[config.mk]
export PLATFORM = sky130hd
export DESIGN_NAME = seq_divider
export DESIGN_NICKNAME = d
export VERILOG_FILES = /design/src/rtl/seq_divider.sv
export SDC_FILE = /design/constraint.sdc
export NUM_CORES = 1
export LEC_CHECK = 0
export ABC_AREA = 1
export ABC_CLOCK_PERIOD_IN_PS = 3800
export BUFFER_PORTS_ARGS = -buffer_cell sky130_fd_sc_hd__clkbuf_2
export CORE_MARGIN = 5
export CORE_UTILIZATION = 30
export DETAILED_ROUTE_END_ITERATION = 12
export PLACE_DENSITY = 0.47
export RECOVER_POWER = 100
export REMOVE_ABC_BUFFERS = 1
export SYNTH_ARGS = -nofsm -noshare
export SYNTH_HDL_FRONTEND = slang
export SYNTH_SLANG_ARGS = --single-unit
[constraint.sdc]
create_clock -name clk -period 3.8 [get_ports clk]
set_clock_uncertainty 0.2 [all_clocks]
set_input_delay 0.57 -clock clk [delete_from_list [all_inputs] [get_ports clk]]
set_output_delay 0.57 -clock clk [all_outputs]
set_load 0.03 [all_outputs]
[src/rtl/seq_divider.sv]
// -----------------------------------------------------------------------------
// seq_divider
//
// Multi-cycle radix-2 restoring divider. It produces one quotient bit per
// clock and reports the quotient Q and remainder R with a one-cycle done
// pulse. It uses the same start/done handshake as the sequential Booth
// multiplier, so one controller can drive both blocks.
//
// Compile-time option:
//   DIV_SIGNED_EN - when defined, operands and results are two's-complement
//                   signed. Division truncates toward zero, R takes the sign
//                   of A, and most-negative / -1 wraps to most-negative.
//                   When undefined, operands and results are unsigned.
//
// Ports:
//   clk    in   rising-edge clock
//   rst_n  in   asynchronous active-low reset
//   start  in   request, sampled only while idle
//   A      in   [WIDTH] dividend, captured with start
//   B      in   [WIDTH] divisor, captured with start
//   busy   out  high from start acceptance until the done cycle
//   done   out  one-cycle pulse; Q, R and dz are valid from this cycle
//   Q      out  [WIDTH] quotient (all ones on divide-by-zero)
//   R      out  [WIDTH] remainder (A unchanged on divide-by-zero)
//   dz     out  divide-by-zero flag for the last result
//
// Timing: start accepted at edge E0 -> done high after edge E0+WIDTH+1.
// A divide-by-zero skips the iterations, so done is high after edge E0+1.
// -----------------------------------------------------------------------------
module seq_divider #(
   parameter int WIDTH = 8
) (
   input  logic             clk,
   input  logic             rst_n,
   input  logic             start,
   input  logic [WIDTH-1:0] A,
   input  logic [WIDTH-1:0] B,
   output logic             busy,
   output logic             done,
   output logic [WIDTH-1:0] Q,
   output logic [WIDTH-1:0] R,
   output logic             dz
);

   localparam int CW = (WIDTH > 1) ? $clog2(WIDTH) : 1;

   typedef enum logic [1:0] {IDLE, CALC, FIX} state_t;

   state_t           state_reg;
   logic [WIDTH-1:0] dvd_reg;    // dividend magnitude; quotient bits shift in at the LSB
   logic [WIDTH-1:0] dvs_reg;    // divisor magnitude
   logic [WIDTH-1:0] rem_reg;    // partial remainder; always below dvs_reg
   logic [WIDTH-1:0] a_reg;      // raw dividend, returned as R on divide-by-zero
   logic [CW-1:0]    cnt_reg;
   logic             zero_reg;
`ifdef DIV_SIGNED_EN
   logic             neg_q_reg;
   logic             neg_r_reg;
`endif

   logic [WIDTH-1:0] abs_a;
   logic [WIDTH-1:0] abs_b;
   logic [WIDTH:0]   shifted;
   logic [WIDTH:0]   trial;
   logic [WIDTH-1:0] q_fix;
   logic [WIDTH-1:0] r_fix;

   always_comb begin
`ifdef DIV_SIGNED_EN
      // Negating the most-negative value gives the same bit pattern. Read as
      // unsigned, that is its correct magnitude 2**(WIDTH-1).
      abs_a = A[WIDTH-1] ? -A : A;
      abs_b = B[WIDTH-1] ? -B : B;
`else
      abs_a = A;
      abs_b = B;
`endif
      // The working remainder is WIDTH+1 bits wide. Bit WIDTH of trial is the
      // borrow that decides whether the subtraction is kept or restored.
      shifted = {rem_reg, dvd_reg[WIDTH-1]};
      trial   = shifted - {1'b0, dvs_reg};

      if (zero_reg) begin
         q_fix = '1;
         r_fix = a_reg;
      end else begin
`ifdef DIV_SIGNED_EN
         q_fix = neg_q_reg ? -dvd_reg : dvd_reg;
         r_fix = neg_r_reg ? -rem_reg : rem_reg;
`else
         q_fix = dvd_reg;
         r_fix = rem_reg;
`endif
      end
   end

   always_ff @(posedge clk or negedge rst_n) begin
      if (!rst_n) begin
         state_reg <= IDLE;
         dvd_reg   <= '0;
         dvs_reg   <= '0;
         rem_reg   <= '0;
         a_reg     <= '0;
         cnt_reg   <= '0;
         zero_reg  <= 1'b0;
`ifdef DIV_SIGNED_EN
         neg_q_reg <= 1'b0;
         neg_r_reg <= 1'b0;
`endif
         busy      <= 1'b0;
         done      <= 1'b0;
         Q         <= '0;
         R         <= '0;
         dz        <= 1'b0;
      end else begin
         done <= 1'b0;
         case (state_reg)
            IDLE: begin
               if (start) begin
                  dvd_reg   <= abs_a;
                  dvs_reg   <= abs_b;
                  a_reg     <= A;
                  rem_reg   <= '0;
                  cnt_reg   <= '0;
                  zero_reg  <= (B == '0);
`ifdef DIV_SIGNED_EN
                  neg_q_reg <= A[WIDTH-1] ^ B[WIDTH-1];
                  neg_r_reg <= A[WIDTH-1];
`endif
                  busy      <= 1'b1;
                  state_reg <= (B == '0) ? FIX : CALC;
               end
            end
            CALC: begin
               if (!trial[WIDTH]) begin
                  rem_reg <= trial[WIDTH-1:0];
                  dvd_reg <= {dvd_reg[WIDTH-2:0], 1'b1};
               end else begin
                  // On restore, shifted is below the divisor, so its top bit is zero.
                  rem_reg <= shifted[WIDTH-1:0];
                  dvd_reg <= {dvd_reg[WIDTH-2:0], 1'b0};
               end
               cnt_reg <= cnt_reg + CW'(1);
               if (cnt_reg == CW'(WIDTH - 1)) begin
                  state_reg <= FIX;
               end
            end
            FIX: begin
               Q         <= q_fix;
               R         <= r_fix;
               dz        <= zero_reg;
               done      <= 1'b1;
               busy      <= 1'b0;
               state_reg <= IDLE;
            end
            default: state_reg <= IDLE;
         endcase
      end
   end

endmodule

==> results by group, run 1 <==
Cells and area
  • Layout cells sized above 1: 0.125
  • Non-filler cells, final: 514
  • Most common cell after layout, fill and taps aside: nand2_1
  • Fill cells: 995
  • Diodes inserted: 0
  • Final instance area: 3350 um2
  • Final core utilization: 0.362
  • Area grow syn2layout: 18.1%
  • Commonest cells after routing, fill and taps aside: nand2_1 (118), dfrtp_1 (57), inv_1 (33)
  • # nets final: 410

Drt
  • Post-route DRC: 0
  • WL met3: 246 um
  • Met2 wire len: 2.98 mm
  • Antenna viol nets, final: 0
  • Pre-Repair DR Iteration Count: 4
  • Wire length per cell: 13.4 um
  • DR vias: 2,268
  • Top Layer Used: met4
  • Routed met1 length: 3.57 mm
  • Post-Route WL: 6.88 mm
  • Vias/cell: 4.41
  • First DRT Iteration DRCs: 96

Global routing
  • Initial antenna violation count: 0
  • Grt total ovfl: 0
  • Total GRT Usage: 0.128
  • Pin count of the biggest net entering global routing: 30
  • Global-route wire length before repair: 11.5 mm
  • Vias in the first global route: 2,280

Worst setup path
  • CP max FO: 23
  • Setup Crit Path Kind: reg -> reg
  • Worst endpoint required time: 3.84 ns
  • Critical Path Sink Type: register
  • Startpoint Class: register
  • WP data arrival: 2.64 ns

Clock network
  • Clk Tree Root Cell: clkbuf_8
  • Clk sinks: 57
  • H-tree depth: 3
  • Hold_buf cts: 0
  • Postcts setup bufs: 0
  • TritonCTS clock tree: done
  • Worst-case clock buffer depth: 2
  • Gates resized, CTS repair: 0
  • Clock slew at the register clock pins of the worst setup and hold paths: 0.07 ns
  • Total CTS buffers: 9
  • Clk_lat worst skew: 0.33 ns

Synthesis
  • Library cells used by synthesis: 33
  • Mean Syn Cell Area: 8.42 um2
  • Area leader, netlist: dfrtp_1
  • Post-synth EDFFs: 0
  • Synth area leaders: dfrtp_1 (50%), nand2_1 (15%), o21ai_0 (4.6%)
  • Count of state elements after synthesis: 57
  • YS warnings: 0
  • Post-synth ARST share: 1.00
  • Sequential area share after synthesis: 0.503
  • Top cell type's share of synthesized area: 0.503
  • Cells after synthesis: 337
  • Cell Area, Synth: 2840 um2
  • Primary FF master, synth: dfrtp_1

Die
  • I/O pin count: 38
  • DIE WIDTH: 107 um
  • Row cnt: 35
  • Die height: 107 um
  • Die area: 11,500 um2
  • Core ar.: 9240 um2
  • Starting Density: 0.307

Placement
  • GP Congestion: 0.768
  • Placement Setup Slack: 1.56 ns
  • Placed insts: 498
  • Hpwl dp: 5.05 mm
  • Port bufs: 37
  • Placed cell area: 3160 um2

Power
  • Combinational Power Share: 0.508
  • Switch share: 0.457
  • Part of the power in registers: 0.309
  • Clk network pwr share: 0.183
  • Power per Cell Area: 1050 nW/um2
  • VDD IR max: 0.384 mV
  • Lkg Pwr: 1.70 nW
  • Internal: 1.91 mW
  • Switching power: 1.61 mW

Timing
  • Normalized max-slew margin: -0.115
  • Setup_tns: 0 ns
  • RSZ-0062 raised after global routing: false
  • FMAX: 385 MHz
  • Final Hold Viols: 0
  • Period utilization: 0.684
  • Fin crit period: 2.60 ns
  • Endpoints failing setup: 0
  • Actual slew at the worst max-slew pin: 1.67 ns
  • Min setup slack post-route: 1.20 ns
  • Final Max Tran Viols: 30

Min path
  • Min-delay worst type: in -> reg

Outcome
  • Outcome: complete, but fails checks
  • Failing checks: capacitance limit, slew limit

Job
  • Max-cap violations: 1
==> final cells by class <==
class                   count  area (um2)  area share
inverters                  36         135      0.0403
flip-flops and latches     57        1430       0.426
clock buffers              11         151      0.0452
repair buffers             40         171      0.0512
clock inverters             5        77.6      0.0232
multi-input cells         236        1230       0.366
well taps                 129         161      0.0482
==> worst paths after layout <==
path / startpoint / endpoint / slack (ns) / depth (start not counted)
max in group asynchronous: rst_n / dvd_reg[7] / 1.50 / 2
worst max register to register: state_reg[1] / dvd_reg[7] / 1.20 / 6
worst min-delay path: A[5] / a_reg[5] / 0.27 / 3
min in group asynchronous: rst_n / Q[6] / 0.46 / 1
worst min register to register: Q[1] / Q[1] / 0.27 / 2
worst max-delay path: state_reg[1] / dvd_reg[7] / 1.20 / 6
==> kinds of logic after synthesis <==
| group | synth area share |
|---|---|
| XOR/XNOR | 0.00927 |
| AO/OA/AOI/OAI | 0.0944 |
| AND/OR/NAND/NOR | 0.279 |
| adder cells (fa/ha/maj) | 0.0512 |
| buffers and inverters | 0.0631 |
| flip-flops | 0.503 |
==> worst max-delay path: stages (launching register included) <==
cell      delay (ns)
dfrtp_1         0.43
nor2_1          0.07
nand2_1         0.52
inv_1           0.46
nor2_4          0.47
inv_1           0.17
o211ai_1        0.20
==> power by group through the flow <==
stage                     registers [mW]  clock network, mW  logic, mW
after floorplan                     1.21                  0       1.26
after global placement              1.10                  0       1.83
after detailed placement            1.10                  0       1.84
after CTS                           1.09              0.664       1.85
after global routing                1.12              0.688       2.07
final                               1.09              0.645       1.79
==> stage by stage <==
stage	total power [mW]	hold WS, ns
after CTS	3.61	0.105
after global routing	3.88	0.269
after global placement	2.93	0.256
after floorplan	2.48	0.0744
after detailed placement	2.95	0.259
final	3.53	0.269
==> metal layers <==
layer  GRT usage  vias to the layer above
met2       0.188                       44
met4      0.0411                        0
met3      0.0313                        9
met5           0                        -
li1            -                     1170
met1       0.183                     1045
==> cells in the mapped netlist, types with 3 or more instances <==
master,n
nand3_1,17
inv_1,30
nor2_1,19
inv_2,5
o21ai_1,5
ha_1,10
clkbuf_1,4
o21ai_0,26
o211ai_1,3
nand2_1,117
dfrtp_1,57
xnor2_1,3
a21oi_1,6
nand2_2,6
nand3b_1,7
Note: power is estimated with default switching activity, not from simulation.
==> run 2, diff against run 1 <==
- ABC_CLOCK_PERIOD_IN_PS: 3800 -> 2200
- PLACE_DENSITY: 0.47 -> 0.49
- clock period: 3.8 -> 2.2 ns (I/O delays scaled with it)
==> results by group, run 2 (synthesized netlist as in run 1, its figures left out) <==
Cells and area
  • Non-filler cells, final: 521 (+1.4%)
  • Area grow syn2layout: 21.4%
  • # nets final: 417 (+1.7%)
  • Most common cell after layout, fill and taps aside: nand2_1
  • Fill cells: 983 (-1.2%)
  • Final instance area: 3440 um2 (+2.8%)
  • Multi-input logic area: 1260 um2 (+2.9%)
  • Diodes inserted: 0 (unchanged)
  • Commonest cells after routing, fill and taps aside: nand2_1 (117), dfrtp_1 (57), inv_1 (29)
  • Register area: 1430 um2 (unchanged)
  • Layout cells sized above 1: 0.156 (+0.0309)

Worst setup path
  • Reg2reg start: dvd_reg[7]
  • R2R Path End: rem_reg[7]
  • Crit path launch: dvd_reg[7]
  • CP max FO: 6 (-74%)
  • Worst Setup EP: rem_reg[7]
  • Worst endpoint required time: 2.22 ns (-1.62 ns)
  • CP max-delay cell: fa_2
  • WP data arrival: 2.09 ns (-0.55 ns)
  • Critical Path Sink Type: register
  • Setup Crit Path Kind: reg -> reg
  • Most common cell on crit path: nand2_1
  • Slowest cell delay on critical path: 0.40 ns (-0.12 ns)
  • FF-to-FF path depth: 14 (+8)
  • Startpoint Class: register
  • CP cell instances: inv_2, ha_4, inv_2, fa_2, nand2_1, nand2_1, nand3_2, nand2_2, nand2_4, nand2_8, nand2_2, nand2_1, nand2_1, nand2_1
  • R2R Setup Slk: 0.14 ns (-1.06 ns)

Job
  • Max-cap violations: 0 (-1)

Drt
  • Antenna viol nets, final: 0 (unchanged)
  • Post-Route WL: 6.74 mm (-2.1%)
  • DR vias: 2,302 (+1.5%)
  • Pre-Repair DR Iteration Count: 4 (unchanged)
  • First DRT Iteration DRCs: 122 (+27%)
  • Vias/cell: 4.42 (+0.14%)
  • Post-route DRC: 0 (unchanged)
  • Wire length per cell: 12.9 um (-3.4%)

Global routing
  • Initial antenna violation count: 0 (unchanged)
  • Total GRT Usage: 0.126 (-0.00169)
  • Global-route wire length before repair: 11.4 mm (-0.79%)
  • Grt total ovfl: 0 (unchanged)
  • Pin count of the biggest net entering global routing: 58 (+93%)
  • Vias in the first global route: 2,379 (+4.3%)

Die
  • Die height: 107 um (unchanged)
  • Die area: 11,500 um2 (unchanged)
  • Core ar.: 9240 um2 (unchanged)
  • DIE WIDTH: 107 um (unchanged)
  • I/O pin count: 38 (unchanged)
  • Row cnt: 35 (unchanged)
  • Starting Density: 0.307 (unchanged)

Timing
  • Endpoints failing setup: 0 (unchanged)
  • Min setup slack post-route: 0.138 ns (-1.06 ns)
  • Final Hold Viols: 0 (unchanged)
  • Period utilization: 0.937 (+0.253)
  • Actual slew at the worst max-slew pin: 0.977 ns (-0.696 ns)
  • RSZ-0062 raised after global routing: true
  • FMAX: 485 MHz (+26%)
  • Final Max Tran Viols: 0 (-100%)
  • Normalized max-slew margin: 0.349 (+0.464)
  • Setup_tns: 0 ns (unchanged)
  • Fin crit period: 2.06 ns (-0.538 ns)

Power
  • Power per Cell Area: 1840 nW/um2 (+75%)
  • VDD IR max: 0.573 mV (+49%)
  • Design Power: 6.35 mW (+80%)
  • Switch share: 0.451 (-0.00650)
  • Combinational Power Share: 0.513 (+0.005)
  • Internal: 3.49 mW (+82%)
  • Part of the power in registers: 0.297 (-0.012)
  • Switching power: 2.86 mW (+78%)
  • Clk network pwr share: 0.190 (+0.007)
  • Lkg Pwr: 1.74 nW (+2.3%)

Clock network
  • Clock slew at the register clock pins of the worst setup and hold paths: 0.07 ns (about the same)
  • Clk Tree Root Cell: clkbuf_8
  • TritonCTS clock tree: done
  • Clk_lat worst skew: 0.34 ns (about the same)
  • H-tree depth: 3 (unchanged)
  • Clk sinks: 57 (unchanged)
  • Worst-case clock buffer depth: 2 (unchanged)
  • Total CTS buffers: 9 (unchanged)

Placement
  • Port bufs: 37 (unchanged)
  • Hpwl dp: 4.80 mm (-5.1%)
  • Placed insts: 501 (+0.60%)
  • Placement Setup Slack: 0.0918 ns (-1.47 ns)
  • Placed cell area: 3200 um2 (+1.1%)
  • GP Congestion: 0.795 (+3.6%)

Min path
  • Min-delay worst type: in -> reg
  • Hold Path Depth: 3 (unchanged)

Outcome
  • Outcome: finished clean
## run 2: changes by cell type in the layout (fill, tap and decap cells not counted), moves of 2 or more
cell and change:
dlygate4sd3_1 +2, inv_1 -4, o21ai_1 +5, inv_2 +5
buf_4 +2, o21ai_0 -5, nand2_2 +2
## run 2: area by class of cell
cell class,count,area share
sequential,57,0.414
multi-input combinational,238,0.366
timing repair buffer,45,0.0625
tap,129,0.0469
clock buffer,11,0.0411
inverter,36,0.0392
clock inverter,5,0.0298
## run 2: metal layers
metal  global-route usage  vias up  routed length, um
met1                0.174     1067               3420
met3               0.0307        7                274
met2                0.189       39               2930
met5                    0        -                  0
met4               0.0502        0                108
li1                     -     1189                  -
## run 2: what timing repair did
action,CTS,global route
setup buffers,0,0
hold buffers,2,0
hold endpoints to repair,58,0
gates resized for setup,0,5
endpoints found under the setup margin,0,9
## run 2: power by group through the flow
stage               Combinational (mW)  Sequential [mW]  Clock, mW
floorplan                         2.18             2.10          0
global placement                  3.20             1.88          0
detailed placement                3.23             1.90          0
CTS                               3.24             1.88       1.24
global route                      3.70             1.95       1.28
finish                            3.26             1.89       1.21
## run 2: worst max-delay path, delay by kind of cell (launching register included)
family / cells / cell delay, ns
adder cells (fa/ha/maj): 2 / 0.52
buffers and inverters: 2 / 0.11
AND/OR/NAND/NOR: 10 / 0.73
flip-flops: 1 / 0.38
## run 2: worst min path at each step
stage	start	to	slack, ns
floorplan	rst_n	Q[0]	-0.17
global placement	rst_n	Q[2]	0.16
detailed placement	rst_n	Q[1]	0.16
CTS	B[2]	dvs_reg[2]	0.004
global route	A[3]	a_reg[3]	0.02
finish	A[6]	a_reg[6]	0.02
## run 2: stage by stage
stage          hold WS (ns)  utilization
3_5_place_dp          0.161        0.346
2_1_floorplan        -0.166            -
4_1_cts             0.00435        0.375
6_report             0.0166        0.373
5_1_grt              0.0186        0.373
3_3_place_gp          0.162        0.346
==> run 3, diff against run 2 <==
--- a/config.mk
+++ b/config.mk
@@ -12,2 +12,3 @@
 export CORE_UTILIZATION = 30
+export CTS_CLUSTER_DIAMETER = 50
 export DETAILED_ROUTE_END_ITERATION = 12
--- a/constraint.sdc
+++ b/constraint.sdc
@@ -4,2 +4,2 @@
 set_output_delay 0.33 -clock clk [all_outputs]
-set_load 0.03 [all_outputs]
+set_load 0.1 [all_outputs]
==> results by group, run 3 (synthesized netlist as in run 1, its figures left out) <==
Cells and area
  • Most common cell after layout, fill and taps aside: nand2_1
  • Layout cells sized above 1: 0.204 (+0.0485)
  • Final instance area: 3470 um2 (+0.69%)
  • Diodes inserted: 0 (unchanged)
  • Fill cells: 968 (-1.5%)
  • Commonest cells after routing, fill and taps aside: nand2_1 (117), dfrtp_1 (57), clkbuf_2 (37)
  • Area grow syn2layout: 22.2%
  • # nets final: 417 (unchanged)

Die
  • Core ar.: 9240 um2 (unchanged)
  • Die height: 107 um (unchanged)
  • DIE WIDTH: 107 um (unchanged)
  • Starting Density: 0.307 (unchanged)
  • Die area: 11,500 um2 (unchanged)
  • I/O pin count: 38 (unchanged)
  • Row cnt: 35 (unchanged)

Clock network
  • Total CTS buffers: 9 (unchanged)
  • TritonCTS clock tree: done
  • Clk Tree Root Cell: clkbuf_8
  • Clk_lat worst skew: 0.33 ns (about the same)
  • Worst-case clock buffer depth: 2 (unchanged)
  • Clk sinks: 57 (unchanged)
  • Clock slew at the register clock pins of the worst setup and hold paths: 0.07 ns (about the same)
  • H-tree depth: 3 (unchanged)

Drt
  • Vias/cell: 4.43 (+0.30%)
  • First DRT Iteration DRCs: 109 (-11%)
  • Pre-Repair DR Iteration Count: 4 (unchanged)
  • DR vias: 2,309 (+0.30%)
  • Antenna viol nets, final: 0 (unchanged)
  • Wire length per cell: 12.9 um (-0.31%)
  • Post-route DRC: 0 (unchanged)
  • Post-Route WL: 6.72 mm (-0.31%)

Timing
  • Final Hold Viols: 0 (unchanged)
  • Fin crit period: 2.06 ns (-0.000438 ns)
  • FMAX: 485 MHz (about the same)
  • Hold Slack: 0.0161 ns (-0.000488 ns)
  • Period utilization: 0.937 (about the same)
  • Normalized max-slew margin: 0.357 (+0.00821)
  • Setup_tns: 0 ns (unchanged)
  • RSZ-0062 raised after global routing: true
  • Endpoints failing setup: 0 (unchanged)
  • Min setup slack post-route: 0.139 ns (+0.000438 ns)
  • Actual slew at the worst max-slew pin: 0.965 ns (-0.0123 ns)
  • Final Max Tran Viols: 0 (unchanged)

Placement
  • Port bufs: 37 (unchanged)
  • Placement Setup Slack: 0.0918 ns (unchanged)
  • Hpwl dp: 4.80 mm (unchanged)
  • Placed cell area: 3200 um2 (unchanged)
  • GP Congestion: 0.795 (unchanged)

Global routing
  • Initial antenna violation count: 0 (unchanged)
  • Grt total ovfl: 0 (unchanged)
  • Global-route wire length before repair: 11.4 mm (unchanged)
  • Total GRT Usage: 0.126 (unchanged)
  • Vias in the first global route: 2,379 (unchanged)
  • Pin count of the biggest net entering global routing: 58 (unchanged)

Worst setup path
  • CP max-delay cell: fa_2
  • Startpoint Class: register
  • Setup Crit Path Kind: reg -> reg
  • Critical Path Sink Type: register
  • R2R Setup Slk: 0.14 ns (about the same)
  • Worst endpoint required time: 2.22 ns (about the same)
  • Slowest cell delay on critical path: 0.40 ns (about the same)
  • CP cell instances: inv_2, ha_4, inv_2, fa_2, nand2_1, nand2_1, nand3_2, nand2_2, nand2_4, nand2_8, nand2_2, nand2_1, nand2_1, nand2_1
  • Most common cell on crit path: nand2_1
  • WP data arrival: 2.08 ns (about the same)
  • CP max FO: 6 (unchanged)

Min path
  • Min-delay worst type: in -> reg

Job
  • Max-cap violations: 0 (unchanged)

Outcome
  • Outcome: finished clean
-- run 3: changes by cell type in the layout (fill, tap and decap cells not counted) --
cell	before	now
clkbuf_2	18	37
clkbuf_1	23	4
-- run 3: timing repair --
| action | 4_1_cts | 5_1_grt |
|---|---|---|
| setup endpoints to repair | 0 | 9 |
| hold endpoints to repair | 58 | 0 |
| hold buffers | 2 | 0 |
| setup buffers | 0 | 0 |
| gates resized for setup | 0 | 5 |
-- run 3: routing by layer --
metal / GRT usage / wire, um
met3: 0.0307 / 268
met1: 0.174 / 3380
met5: 0 / 0
met2: 0.189 / 2960
met4: 0.0502 / 108
-- run 3: cell type report --
cell class	count	area, um2	share of cell area
inverter	36	135	0.0390
clock inverter	5	103	0.0296
sequential	57	1430	0.411
multi-input combinational	238	1260	0.364
tap	129	161	0.0466
clock buffer	11	141	0.0408
timing repair buffer	45	239	0.0689
-- run 3: path summary, 6_finish.rpt --
| kind | startpoint | end | cells after the start |
|---|---|---|---|
| min in group asynchronous | rst_n | Q[6] | 3 |
| worst min-delay path | A[6] | a_reg[6] | 3 |
| worst max register to register | dvd_reg[7] | rem_reg[7] | 14 |
| worst min register to register | busy | busy | 2 |
| max in group asynchronous | rst_n | R[3] | 3 |
| worst max-delay path | dvd_reg[7] | rem_reg[7] | 14 |
-- run 3: worst max-delay path: cells and delay by family (launching register included) --
family / cells / cell delay [ns]
buf+inv: 2 / 0.11
flops: 1 / 0.38
fa+ha+maj: 2 / 0.52
simple gates: 10 / 0.73
-- run 3: stage by stage --
stage	util	cells
floorplan	-	329
global placement	0.346	501
detailed placement	0.346	501
CTS	0.375	519
global route	0.375	521
finish	0.375	521
Power of run 3 is left out: the tool's default activity adds up to more than one toggle a clock period on the data nets, which glitch-free logic cannot reach.
